$ cat src/rtl/instruction_fetch_decode.sv
// Fetch/decode front end: fetches one instruction word per control-unit handshake,
// decodes it, and applies the captured jump/branch outcome to the PC before the next fetch.
module instruction_fetch_decode #(
  parameter int          ADDR_WIDTH  = 8,
  parameter int          INSTR_WIDTH = 16,
  parameter int unsigned PC_RESET    = 0,
  parameter int          MEM_TIMEOUT = 15
) (
  input  logic                   clk,
  input  logic                   rst_n,
  input  logic                   read_instruction,
  input  logic                   jump_execute,
  input  logic                   branch_taken,
  input  logic [INSTR_WIDTH-1:0] imem_rdata,
  input  logic                   imem_valid,
  output logic                   imem_req,
  output logic [ADDR_WIDTH-1:0]  imem_addr,
  output logic [ADDR_WIDTH-1:0]  pc,
  output logic                   decode_complete,
  output logic [3:0]             opcode,
  output logic [2:0]             field_a,
  output logic [2:0]             field_b,
  output logic [5:0]             imm,
  output logic [ADDR_WIDTH-1:0]  jump_target,
  output logic                   fetch_error
);

  localparam int                    CW          = $clog2(MEM_TIMEOUT + 1);
  localparam logic [ADDR_WIDTH-1:0] PC_INIT     = ADDR_WIDTH'(PC_RESET);
  localparam logic [CW-1:0]         TIMEOUT_CNT = CW'(MEM_TIMEOUT);

  typedef enum logic [2:0] {
    S_IDLE,
    S_FETCH,
    S_WAIT_MEM,
    S_DECODE,
    S_DONE,
    S_EXEC,
    S_UPDATE
  } state_e;

  state_e                 state_q;
  logic [INSTR_WIDTH-1:0] instr_q;
  logic [ADDR_WIDTH-1:0]  pc_q;
  logic [ADDR_WIDTH-1:0]  pc_d;
  logic [ADDR_WIDTH-1:0]  jump_target_q;
  logic [ADDR_WIDTH-1:0]  imm_sext;
  logic [CW-1:0]          cnt_q;
  logic [CW-1:0]          cnt_d;
  logic                   jflag_q;
  logic                   bflag_q;
  logic                   imem_req_q;
  logic                   decode_complete_q;
  logic                   fetch_error_q;
  logic [3:0]             opcode_q;
  logic [2:0]             field_a_q;
  logic [2:0]             field_b_q;
  logic [5:0]             imm_q;

  // Branch offset is a 6-bit signed immediate resized to the PC width.
  if (ADDR_WIDTH > 6) begin : g_sext_wide
    assign imm_sext = {{(ADDR_WIDTH-6){imm_q[5]}}, imm_q};
  end else if (ADDR_WIDTH == 6) begin : g_sext_equal
    assign imm_sext = imm_q;
  end else begin : g_sext_narrow
    assign imm_sext = imm_q[ADDR_WIDTH-1:0];
  end

  always_comb begin
    cnt_d = cnt_q + CW'(1);
    pc_d  = pc_q + ADDR_WIDTH'(1);
    if (jflag_q) begin
      pc_d = jump_target_q;
    end else if (bflag_q) begin
      pc_d = pc_q + ADDR_WIDTH'(1) + imm_sext;
    end
  end

  always_ff @(posedge clk or negedge rst_n) begin
    if (!rst_n) begin
      state_q           <= S_IDLE;
      pc_q              <= PC_INIT;
      instr_q           <= '0;
      cnt_q             <= '0;
      jflag_q           <= 1'b0;
      bflag_q           <= 1'b0;
      imem_req_q        <= 1'b0;
      decode_complete_q <= 1'b0;
      fetch_error_q     <= 1'b0;
      opcode_q          <= '0;
      field_a_q         <= '0;
      field_b_q         <= '0;
      imm_q             <= '0;
      jump_target_q     <= '0;
    end else begin
      imem_req_q    <= 1'b0;
      fetch_error_q <= 1'b0;
      case (state_q)
        S_IDLE: begin
          if (read_instruction) begin
            imem_req_q <= 1'b1;
            state_q    <= S_FETCH;
          end
        end
        S_FETCH: begin
          cnt_q   <= '0;
          state_q <= read_instruction ? S_WAIT_MEM : S_IDLE;
        end
        // Abort beats a response; a response beats a timeout in the same cycle.
        S_WAIT_MEM: begin
          if (!read_instruction) begin
            state_q <= S_IDLE;
          end else if (imem_valid) begin
            instr_q <= imem_rdata;
            state_q <= S_DECODE;
          end else if (cnt_d == TIMEOUT_CNT) begin
            fetch_error_q <= 1'b1;
            imem_req_q    <= 1'b1;
            state_q       <= S_FETCH;
          end else begin
            cnt_q <= cnt_d;
          end
        end
        S_DECODE: begin
          if (!read_instruction) begin
            state_q <= S_IDLE;
          end else begin
            opcode_q          <= instr_q[15:12];
            field_a_q         <= instr_q[11:9];
            field_b_q         <= instr_q[8:6];
            imm_q             <= instr_q[5:0];
            jump_target_q     <= instr_q[ADDR_WIDTH-1:0];
            decode_complete_q <= 1'b1;
            state_q           <= S_DONE;
          end
        end
        S_DONE: begin
          if (!read_instruction) begin
            decode_complete_q <= 1'b0;
            jflag_q           <= 1'b0;
            bflag_q           <= 1'b0;
            state_q           <= S_EXEC;
          end
        end
        S_EXEC: begin
          jflag_q <= jflag_q | jump_execute;
          bflag_q <= bflag_q | branch_taken;
          if (read_instruction) begin
            state_q <= S_UPDATE;
          end
        end
        S_UPDATE: begin
          pc_q       <= pc_d;
          imem_req_q <= 1'b1;
          state_q    <= S_FETCH;
        end
        default: state_q <= S_IDLE;
      endcase
    end
  end

  assign imem_req        = imem_req_q;
  assign imem_addr       = pc_q;
  assign pc              = pc_q;
  assign decode_complete = decode_complete_q;
  assign opcode          = opcode_q;
  assign field_a         = field_a_q;
  assign field_b         = field_b_q;
  assign imm             = imm_q;
  assign jump_target     = jump_target_q;
  assign fetch_error     = fetch_error_q;

endmodule
$ cat config.mk
export PLATFORM = sky130hd
export DESIGN_NAME = instruction_fetch_decode
export DESIGN_NICKNAME = d
export VERILOG_FILES = /design/src/rtl/instruction_fetch_decode.sv
export SDC_FILE = /design/constraint.sdc
export NUM_CORES = 1
export LEC_CHECK = 0
export BUFFER_PORTS_ARGS = -buffer_cell sky130_fd_sc_hd__buf_2
export CAP_MARGIN = 20
export CORE_UTILIZATION = 50
export CTS_BUF_LIST = sky130_fd_sc_hd__clkbuf_16
export DETAILED_ROUTE_END_ITERATION = 12
export PLACE_DENSITY = 0.79
export SLEW_MARGIN = 20
export SYNTH_ARGS = -nofsm -noshare
export SYNTH_HDL_FRONTEND = slang
export SYNTH_SLANG_ARGS = --single-unit
$ cat constraint.sdc
create_clock -name clk -period 4.46 [get_ports clk]
set_input_delay 0.223 -clock clk [delete_from_list [all_inputs] [get_ports clk]]
set_output_delay 0.223 -clock clk [all_outputs]
set_load 0.01 [all_outputs]
==> Word-level counts from Yosys, hierarchy flattened <==
Index checks and enable logic that the tools add are counted.
{ "totals": {"regBits": 60, "in_bits": 22, "out_inout_bits": 43} }
{ "classes": {"n_addsub": 3, "n_eq_ne": 15, "muxes": 26, "bitwise": 2, "n_reduce_logical": 10} }
{ "ops": {"columns": ["operator", "count"], "rows": [
  ["2-to-1 mux 3 bit", 7],
  ["one-hot mux 3 bit (7 select lines)", 1],
  ["2-to-1 mux 8 bit", 2],
  ["!= test 2 bit (second input constant)", 7],
  ["2-to-1 mux 4 bit", 3],
  ["== test 3 bit (second input constant)", 3],
  ["adder 8 x 1 -> 8 bit (second input constant)", 1],
  ["adder 8 bit", 1],
  ["one-hot mux 4 bit (2 select lines)", 1],
  ["AND reduction 4 bit", 2],
  ["2-to-1 mux 1 bit", 7],
  ["== test 3 x 2 -> 1 bit (second input constant)", 2],
  ["one-hot mux 1 bit (2 select lines)", 3],
  ["AND reduction 3 bit", 2],
  ["nonzero test 2 bit", 3],
  ["adder 4 x 1 -> 4 bit (second input constant)", 1],
  ["== test 4 bit (second input constant)", 1],
  ["!= test 4 bit (second input constant)", 1],
  ["AND reduction 2 bit", 2],
  ["== test 3 x 1 -> 1 bit (second input constant)", 1],
  ["logical NOT 3 bit", 1],
  ["one-hot mux 1 bit (3 select lines)", 1],
  ["2-to-1 mux 2 bit", 1],
  ["OR 1 bit", 2]
]} }

==> Longest topological paths before layout <==
Gate-level depths: netlist of the first run.
{ "logic_depth": {"ltp_word": 6, "ltp_mapped": 10, "ltp_nobuf": 10} }

==> Least setup slack after synthesis of the first run <==
No wires, ideal clock.
{ "synth_path": {"kind": "flip-flop to flip-flop", "from": "register pc_q[0] (netlist: imem_addr[0])", "to": "register pc_q[6] (netlist: imem_addr[6])", "t_arrival_ns": 2.150, "path_slack_ns": 2.228, "path_stages_with_launch": 10, "n_path_buf": 0, "synth_period_minus_slack_ns": 2.232, "path_cell_list": "dfrtp_1 -> ha_1 -> nand3_2 -> or3_1 -> nand2_1 -> ha_1 -> nand2_1 -> o311ai_0 -> a221o_1 -> a31oi_1"} }
{ "synth_between": {"elab_chain_cells": 4} }
{ "synth_lines": {"columns": ["element", "line", "rtl"], "rows": [
  ["start: declaration", "44", "logic [ADDR_WIDTH-1:0] pc_q;"],
  ["start signal: assignment", "153", "pc_q <= pc_d;"],
  ["adder 8 x 1 -> 8 bit (*)", "71, 75", null],
  ["adder 8 bit", "75", "pc_d = pc_q + ADDR_WIDTH'(1) + imm_sext;"],
  ["2-to-1 mux 8 bit (*)", "74", "end else if (bflag_q) begin"],
  ["2-to-1 mux 8 bit (*)", "72", "if (jflag_q) begin"]
]} }
Mark *: on every way between the ends. The rest lies on a longest branch, timed or not.
A chain may end at the register's enable or synchronous reset.

==> Worst setup path after layout of the first run <==
{ "layout_path": {"from": "register pc_q[0] (netlist: imem_addr[0])", "to": "register pc_q[4] (netlist: imem_addr[4])"} }
Same word-level chain as after synthesis.

==> results.py, run 1 <==
metrics = {
    "finish": {
        "final_cell_mix": "buf_2 (64), dfrtp_1 (52), mux2_2 (32), o21ai_0 (23), nand2_1 (14)",
        "finalInstanceArea_sq_mm": 0.003322,
        "most_common_library_cell_in_the_layout_ignoring_fill_and_taps": "buf_2",
        "antenna_cells": 0,
        "syn2layout_area_growth_pct": 16.60,
        "num-fill-cells": 459,
        "layout-drive-gt1-share_pct": 35.03,
        "nNetsFinal": 347,
    },
    "placement": {
        "gpl.final_weighted_congestion": 0.8574,
        "port_buffers": 64,
        "dpl.hpwl_mm": 4.035,
        "dpl_cell_area_sq_mm": 0.003107,
    },
    "synth": {
        "synth_area_leaders": "dfrtp_1 (46%), mux2_2 (13%), ha_1 (4.8%)",
        "synth.mux.area_fraction_pct": 14.05,
        "synth-xor-area-share_pct": 2.767,
        "synth-seq-cells": 52,
        "synth_cells": 266,
        "netlist.top_cell.by_area": "dfrtp_1",
        "syn_avg_cell_area_sq_um": 10.71,
        "combinational_family_with_the_most_area_after_synthesis": "multiplexers",
        "number_of_synthesized_flops_with_an_enable_pin": 0,
        "synth-compound-area-share_pct": 13.79,
        "synth_adder_area_share_pct": 5.534,
        "seq_area_frac_synth_pct": 45.67,
        "postSynth.asyncResetShare_pct": 100.0,
        "synth_warnings": 0,
        "cell_area_after_synthesis_sq_mm": 0.002849,
        "synth_flop_cell": "dfrtp_1",
        "net_count_after_synthesis": 300,
        "synthDominantCellAreaShare_pct": 45.67,
        "synth-simple-area-share_pct": 11.51,
        "netlist-cell-type-count": 45,
    },
    "grt": {
        "grt_max_degree": 53,
        "grt_pass1_wl_mm": 9.591,
        "global_route.overflow_total": 0,
        "total_global_route_track_usage_pct": 20.24,
        "initial_antenna_violation_count": 0,
        "first_global_vias": 2088,
    },
    "clocking": {
        "root_buffer": "clkbuf_16",
        "cts_resized": 0,
        "cts.hold.buffers_added": 0,
        "clock_tree.htree_level_count": 2,
        "clock_tree_from_tritoncts": "built",
        "ctsLongestPathBuffers": 2,
        "cts_setup_buffers": 0,
        "clock_slew_at_reported_path_ffs_ps": 70,
        "clock-sinks": 52,
        "numCtsBuffers": 5,
        "clock_insertion_delay_worst_skew_ps": 280,
    },
    "setup_path": {
        "critPathArrivalTime_ps": 2620,
        "critical_path.reg2reg.startpoint": "imem_addr[0]$_DFFE_PN0P_",
        "critical_path_cell_sequence": "ha_1, fa_1, a211oi_1, o21ai_0, o2bb2ai_1, mux2i_1, o21ai_0",
        "crit_path_frequent_cell": "o21ai_0",
        "crit_end": "imem_addr[4]$_DFFE_PN0P_",
        "critical_path.endpoint_type": "register",
        "setup.worst_path.class": "reg2reg",
        "critical-path-slowest-cell": "fa_1",
        "crit_path_max_cell_delay_ps": 460,
        "timing.critical_path.required_ps": 4660,
        "reg2regPathDepth": 7,
        "timing.reg2reg.setup_slack_ps": 2040,
        "reg2reg_to": "imem_addr[4]$_DFFE_PN0P_",
        "critPathLaunchType": "register",
        "timing.critical_path.from": "imem_addr[0]$_DFFE_PN0P_",
        "crit_fanout": 8,
    },
    "detailed_routing": {
        "avgRoutedWirePerCell_um": 14.88,
        "detailedRoute.firstPassIterationCount": 4,
        "viasPerCell": 5.573,
        "totalWireLength_mm": 5.745,
        "route.vias.total": 2151,
        "first_iter_violations": 116,
        "drtAntennaViolNets": 0,
        "drc": 0,
    },
    "status": {
        "status": "finished, final reports clean",
    },
    "floorplan": {
        "die-width_um": 77.49,
        "ios": 65,
        "floorplan.initialDensity_pct": 51.74,
        "die_outline_area_sq_mm": 0.006004,
        "die_height_um": 77.49,
        "num_rows": 27,
        "floorplan.core_area_sq_mm": 0.005507,
    },
    "sta": {
        "maximum_frequency_from_static_timing_analysis_ghz": 0.4135,
        "fin_crit_sh_pct": 54.22,
        "worst_clock_skew_ps": 4.798,
        "timing.slew.headroom_pct": 42.73,
        "final-hold-violation-count": 0,
        "final-max-slew-violation-count": 0,
        "rsz0062_at_grt": "no",
        "setup_tns_ps": 0,
        "slew_at_the_pin_closest_to_its_max_slew_limit_ps": 856.7,
        "timing.final.crit_period_ps": 2418,
        "setup_viol": 0,
    },
    "power": {
        "p_leak_nw": 1.603,
        "power-per-cell-area_mw_per_mm2": 698.2,
        "vdd_drop_max_mv": 0.3721,
        "power_mw": 2.320,
    },
    "run": {
        "timing.max_cap.violations": 0,
    },
    "hold_path": {
        "timing.hold.worst.class": "in2async",
    },
}
[power by group]
group | internal (mW) | switching [mW] | leakage, nW
registers | 0.665 | 0.207 | 0.673
clock network | 0.378 | 0.166 | 0.104
logic | 0.446 | 0.458 | 0.826
total | 1.49 | 0.831 | 1.60
[cell type report]
type,count,area [sq um],area share (%)
Multi-Input combinational cell,181,1358,40.87
Clock buffer,5,125.1,3.766
Inverter,8,30.03,0.9040
Clock inverter,3,90.09,2.712
Timing Repair Buffer,65,327.8,9.868
Tap cell,72,90.09,2.712
Sequential cell,52,1301,39.17
[how the worst min path moves through the flow]
stage,from,to,slack [ps],depth (start not counted)
2_1_floorplan,rst_n,bflag_q$_DFFE_PN0P_,-70,0
3_3_place_gp,rst_n,cnt_q[2]$_DFFE_PN0P_,380,2
3_5_place_dp,rst_n,cnt_q[2]$_DFFE_PN0P_,390,2
4_1_cts,rst_n,instr_q[8]$_DFFE_PN0P_,80,2
5_1_grt,rst_n,cnt_q[2]$_DFFE_PN0P_,120,2
6_report,rst_n,cnt_q[2]$_DFFE_PN0P_,50,2
[synth_stat cells, types with 2 or more instances]
| master | instances |
|---|---|
| dfrtp_1 | 52 |
| mux2_2 | 32 |
| o21ai_0 | 23 |
| buf_4 | 16 |
| nand2_1 | 14 |
| nor2_1 | 12 |
| a21oi_1 | 11 |
| ha_1 | 11 |
| nand3_1 | 9 |
| inv_1 | 8 |
| nor3_1 | 8 |
| a211oi_1 | 7 |
| buf_2 | 5 |
| xnor2_1 | 5 |
| a21o_1 | 4 |
| clkbuf_1 | 4 |
| mux2i_1 | 4 |
| or3_1 | 4 |
| xor2_1 | 4 |
| nand3b_1 | 3 |
| a31oi_1 | 2 |
| nor2b_1 | 2 |
| o21a_1 | 2 |
| o2bb2ai_1 | 2 |
| o31ai_1 | 2 |
[sequential cells by signal (all words and copies together) (netlist names)]
signal	cells
field_a	3
imem_req	1
decode_complete	1
field_b	2
imem_addr	8
jflag_q	1
fetch_error	1
opcode	4
jump_target	7
bflag_q	1
cnt_q	4
instr_q	16
state_q	3
[stage by stage]
step                      worst slack (ps)  cells  hold WS [ps]  util [%]
after floorplan                       2228    266        -72.59         -
after CTS                             2052    386         80.03     60.33
after detailed placement              2064    378         385.7     56.42
after global placement                2182    378         380.2     56.42
final                                 2042    386         47.80     60.33
after global routing                  1789    386         117.9     60.33
[layer usage]
layer  GRT usage [%]  wire length [um]  up-vias
li1                -                 -     1044
met1           25.88              2607     1033
met2           33.45              2770       63
met3           3.294               243       11
met4           9.623               125        0
met5               0                 0        -
[cell families after synthesis]
logic type	after synthesis
AO/OA/AOI/OAI	62
AND/OR/NAND/NOR	62
flip-flops	52
XOR/XNOR	9
multiplexers	36
adder cells (fa/ha/maj)	12
buffers and inverters	33
[worst max-delay path, delay by kind of cell (launching register included)]
kind                       cells  cell delay [ps]
AOI/OAI and AO/OA              4              930
adders and majority gates      2              850
DFF                            1              450
muxes                          1               90
No activity file was read; power rests on OpenSTA's default activity.
==> inputs of run 2 (changes only) <==
- ABC_AREA: default -> 1
- CORE_UTILIZATION: 50 -> 49
- PLACE_DENSITY: 0.79 -> 0.8
- clock period: 4.46 -> 2.1 ns (I/O delays scaled with it)
==> results.py, run 2 <==
metrics = {
    "setup_path": {
        "crit_path_max_cell_delay_ps": 430,
        "cp.buffers_inverters": 1,
        "critical_path.reg2reg.startpoint": "imem_addr[1]$_DFFE_PN0P_",
        "reg2regPathDepth": 15,
        "critPathLaunchType": "register",
        "critical_path.endpoint_type": "register",
        "reg2reg_to": "imem_addr[7]$_DFFE_PN0P_",
        "timing.critical_path.required_ps": 2280,
        "worst_path_dominant_cell_family": "simple AND/OR/NAND/NOR gates",
        "setup.worst_path.class": "reg2reg",
        "critical-path-slowest-cell": "dfrtp_2",
        "critical_path_cell_sequence": "ha_4, nand2_4, nor2_1, nand2_1, xor2_2, inv_1, ha_4, a21oi_1, nand2_1, a21oi_2, nand3_1, nand3_2, nand2_1, nand2_1, nand2_1",
        "crit_path_frequent_cell": "nand2_1",
        "crit_fanout": 3,
        "timing.reg2reg.setup_slack_ps": 20,
        "critPathArrivalTime_ps": 2260,
    },
    "synth": {
        "synth_flop_cell": "dfrtp_1",
        "synth-seq-cells": 52,
        "seq_area_frac_synth_pct": 44.81,
        "postSynth.asyncResetShare_pct": 100.0,
        "syn_avg_cell_area_sq_um": 8.157,
        "synth_cells": 356,
        "synth_area_leaders": "dfrtp_1 (45%), nand2_1 (12%), o21ai_0 (7.6%)",
        "net_count_after_synthesis": 390,
        "number_of_synthesized_flops_with_an_enable_pin": 0,
        "synthDominantCellAreaShare_pct": 44.81,
        "cell_with_the_most_instances_after_synthesis": "nand2_1",
        "netlist.top_cell.by_area": "dfrtp_1",
        "cell_area_after_synthesis_sq_mm": 0.002904,
        "synthTopCellsByCount": "nand2_1 (90), dfrtp_1 (52), o21ai_0 (44), inv_1 (43), buf_4 (20)",
        "netlist-cell-type-count": 33,
        "synth_warnings": 0,
    },
    "floorplan": {
        "floorplan.core_area_sq_mm": 0.005608,
        "num_rows": 27,
        "die_height_um": 78.99,
        "die_outline_area_sq_mm": 0.006239,
        "ios": 65,
        "die-width_um": 78.99,
        "floorplan.initialDensity_pct": 51.78,
    },
    "hold_path": {
        "timing.hold.worst.class": "in2reg",
        "worst_hold_path.num_cells": 3,
        "hold_path_startpoint": "imem_rdata[11]",
        "hold-path-endpoint": "instr_q[11]$_DFFE_PN0P_",
    },
    "run": {
        "timing.max_cap.violations": 0,
    },
    "placement": {
        "dpl_cell_area_sq_mm": 0.003168,
        "gpl.final_weighted_congestion": 0.8698,
        "detailedPlace.worstSlack_ps": -65.53,
        "port_buffers": 64,
        "dpl.hpwl_mm": 4.435,
    },
    "grt": {
        "global_route.overflow_total": 0,
        "gr-usage-met3_pct": 3.908,
        "grt_util_met2_pct": 36.98,
        "initial_antenna_violation_count": 0,
        "layer_with_the_highest_usage_after_global_routing": "met2",
        "grt_max_degree": 33,
        "grt_pass1_wl_mm": 10.41,
        "first_global_vias": 2330,
        "met1_usage_pct": 27.17,
        "total_global_route_track_usage_pct": 21.37,
    },
    "power": {
        "vdd_drop_max_mv": 0.6891,
        "power-per-cell-area_mw_per_mm2": 1498,
        "p_leak_nw": 1.783,
    },
    "sta": {
        "final-hold-violation-count": 0,
        "maximum_frequency_from_static_timing_analysis_ghz": 0.4802,
        "worst_clock_skew_ps": 5.834,
        "setup_viol": 0,
        "setup_tns_ps": 0,
        "fin_crit_sh_pct": 99.16,
        "fin_worst_hold_slack_ps": 23.42,
        "slew_at_the_pin_closest_to_its_max_slew_limit_ps": 698.5,
        "timing.slew.headroom_pct": 53.43,
        "worst_slack_ps": 17.70,
        "final-max-slew-violation-count": 0,
        "rsz0062_at_grt": "yes",
        "timing.final.crit_period_ps": 2082,
    },
    "clocking": {
        "clock_slew_at_reported_path_ffs_ps": 70,
        "clock_insertion_delay_worst_skew_ps": 280,
        "root_buffer": "clkbuf_16",
        "clock-sinks": 52,
        "numCtsBuffers": 5,
        "clock_tree.htree_level_count": 2,
        "ctsLongestPathBuffers": 2,
        "clock_tree_from_tritoncts": "built",
    },
    "finish": {
        "most_common_library_cell_in_the_layout_ignoring_fill_and_taps": "nand2_1",
        "nNetsFinal": 444,
        "largest-register": "instr_q",
        "antenna_cells": 0,
        "syn2layout_area_growth_pct": 18.53,
        "largest_reg_flops": 16,
        "finalInstanceArea_sq_mm": 0.003442,
        "num-fill-cells": 497,
        "post-route-util_pct": 61.38,
        "layout-drive-gt1-share_pct": 27.49,
        "final_cell_mix": "nand2_1 (87), buf_2 (64), dfrtp_1 (49), inv_1 (45), o21ai_0 (43)",
    },
    "detailed_routing": {
        "route.vias.total": 2501,
        "drc": 0,
        "drtAntennaViolNets": 0,
        "avgRoutedWirePerCell_um": 12.90,
        "totalWireLength_mm": 6.231,
        "viasPerCell": 5.178,
        "first_iter_violations": 132,
        "detailedRoute.firstPassIterationCount": 4,
    },
    "status": {
        "status": "finished, final reports clean",
    },
}
[run 2: worst reg2reg max path, stage by stage, from the launching register on]
cell	delay (ps)
dfrtp_2	430
ha_4	180
nand2_4	70
nor2_1	40
nand2_1	100
xor2_2	180
inv_1	90
ha_4	230
a21oi_1	140
nand2_1	70
a21oi_2	120
nand3_1	110
nand3_2	70
nand2_1	50
nand2_1	50
nand2_1	40
[run 2: timing repair]
action,CTS,global route
hold buffers,1,0
resized for setup,3,15
setup buffers,0,1
cloned,0,0
setup endpoints to repair,1,5
endpoints found under the hold margin,28,0
pin swaps,0,4
[run 2: metal layers]
metal / share of wire, % / up-vias
li1: - / 1227
met1: 46 / 1170
met2: 49 / 97
met3: 4.5 / 7
met4: 0.85 / 0
met5: 0 / -
[run 2: through the flow]
stage               total power [mW]  cells
global route                   5.609    483
CTS                            4.972    482
finish                         5.158    483
detailed placement             4.165    473
floorplan                      3.566    356
global placement               4.055    473
[run 2: kinds of logic (layout without fill, tap and decap cells)]
kind of cell / count (synthesis) / count (layout) / share of synthesized area, %
simple gates: 133 / 133 / 19.78
flops: 52 / 52 / 44.81
xor+xnor: 6 / 6 / 2.068
buf+inv: 75 / 130 / 13.49
fa+ha+maj: 12 / 12 / 5.429
compound gates: 78 / 78 / 14.43
[run 2: final cells by class]
| class | count | area, sq um | area share [%] |
|---|---|---|---|
| Sequential cell | 52 | 1305 | 37.91 |
| Inverter | 49 | 183.9 | 5.344 |
| Clock inverter | 3 | 11.26 | 0.3272 |
| Multi-Input combinational cell | 229 | 1336 | 38.82 |
| Timing Repair Buffer | 73 | 390.4 | 11.34 |
| Clock buffer | 5 | 125.1 | 3.635 |
| Tap cell | 72 | 90.09 | 2.617 |
[run 2: how the worst max path moves through the flow]
stage	from	to	slack, ps	depth (start not counted)
5_1_grt	imem_addr[0]$_DFFE_PN0P_	imem_addr[7]$_DFFE_PN0P_	-130	17
3_3_place_gp	imem_addr[0]$_DFFE_PN0P_	imem_addr[7]$_DFFE_PN0P_	20	17
4_1_cts	imem_addr[0]$_DFFE_PN0P_	imem_addr[7]$_DFFE_PN0P_	4	17
2_1_floorplan	imem_addr[0]$_DFFE_PN0P_	imem_addr[7]$_DFFE_PN0P_	5	17
6_report	imem_addr[1]$_DFFE_PN0P_	imem_addr[7]$_DFFE_PN0P_	20	15
3_5_place_dp	imem_addr[0]$_DFFE_PN0P_	imem_addr[7]$_DFFE_PN0P_	-70	17
[run 2: report_power, final]
group | switching (mW) | internal [mW]
Sequential | 0.453 | 1.44
Clock | 0.338 | 0.430
Combinational | 1.43 | 1.07
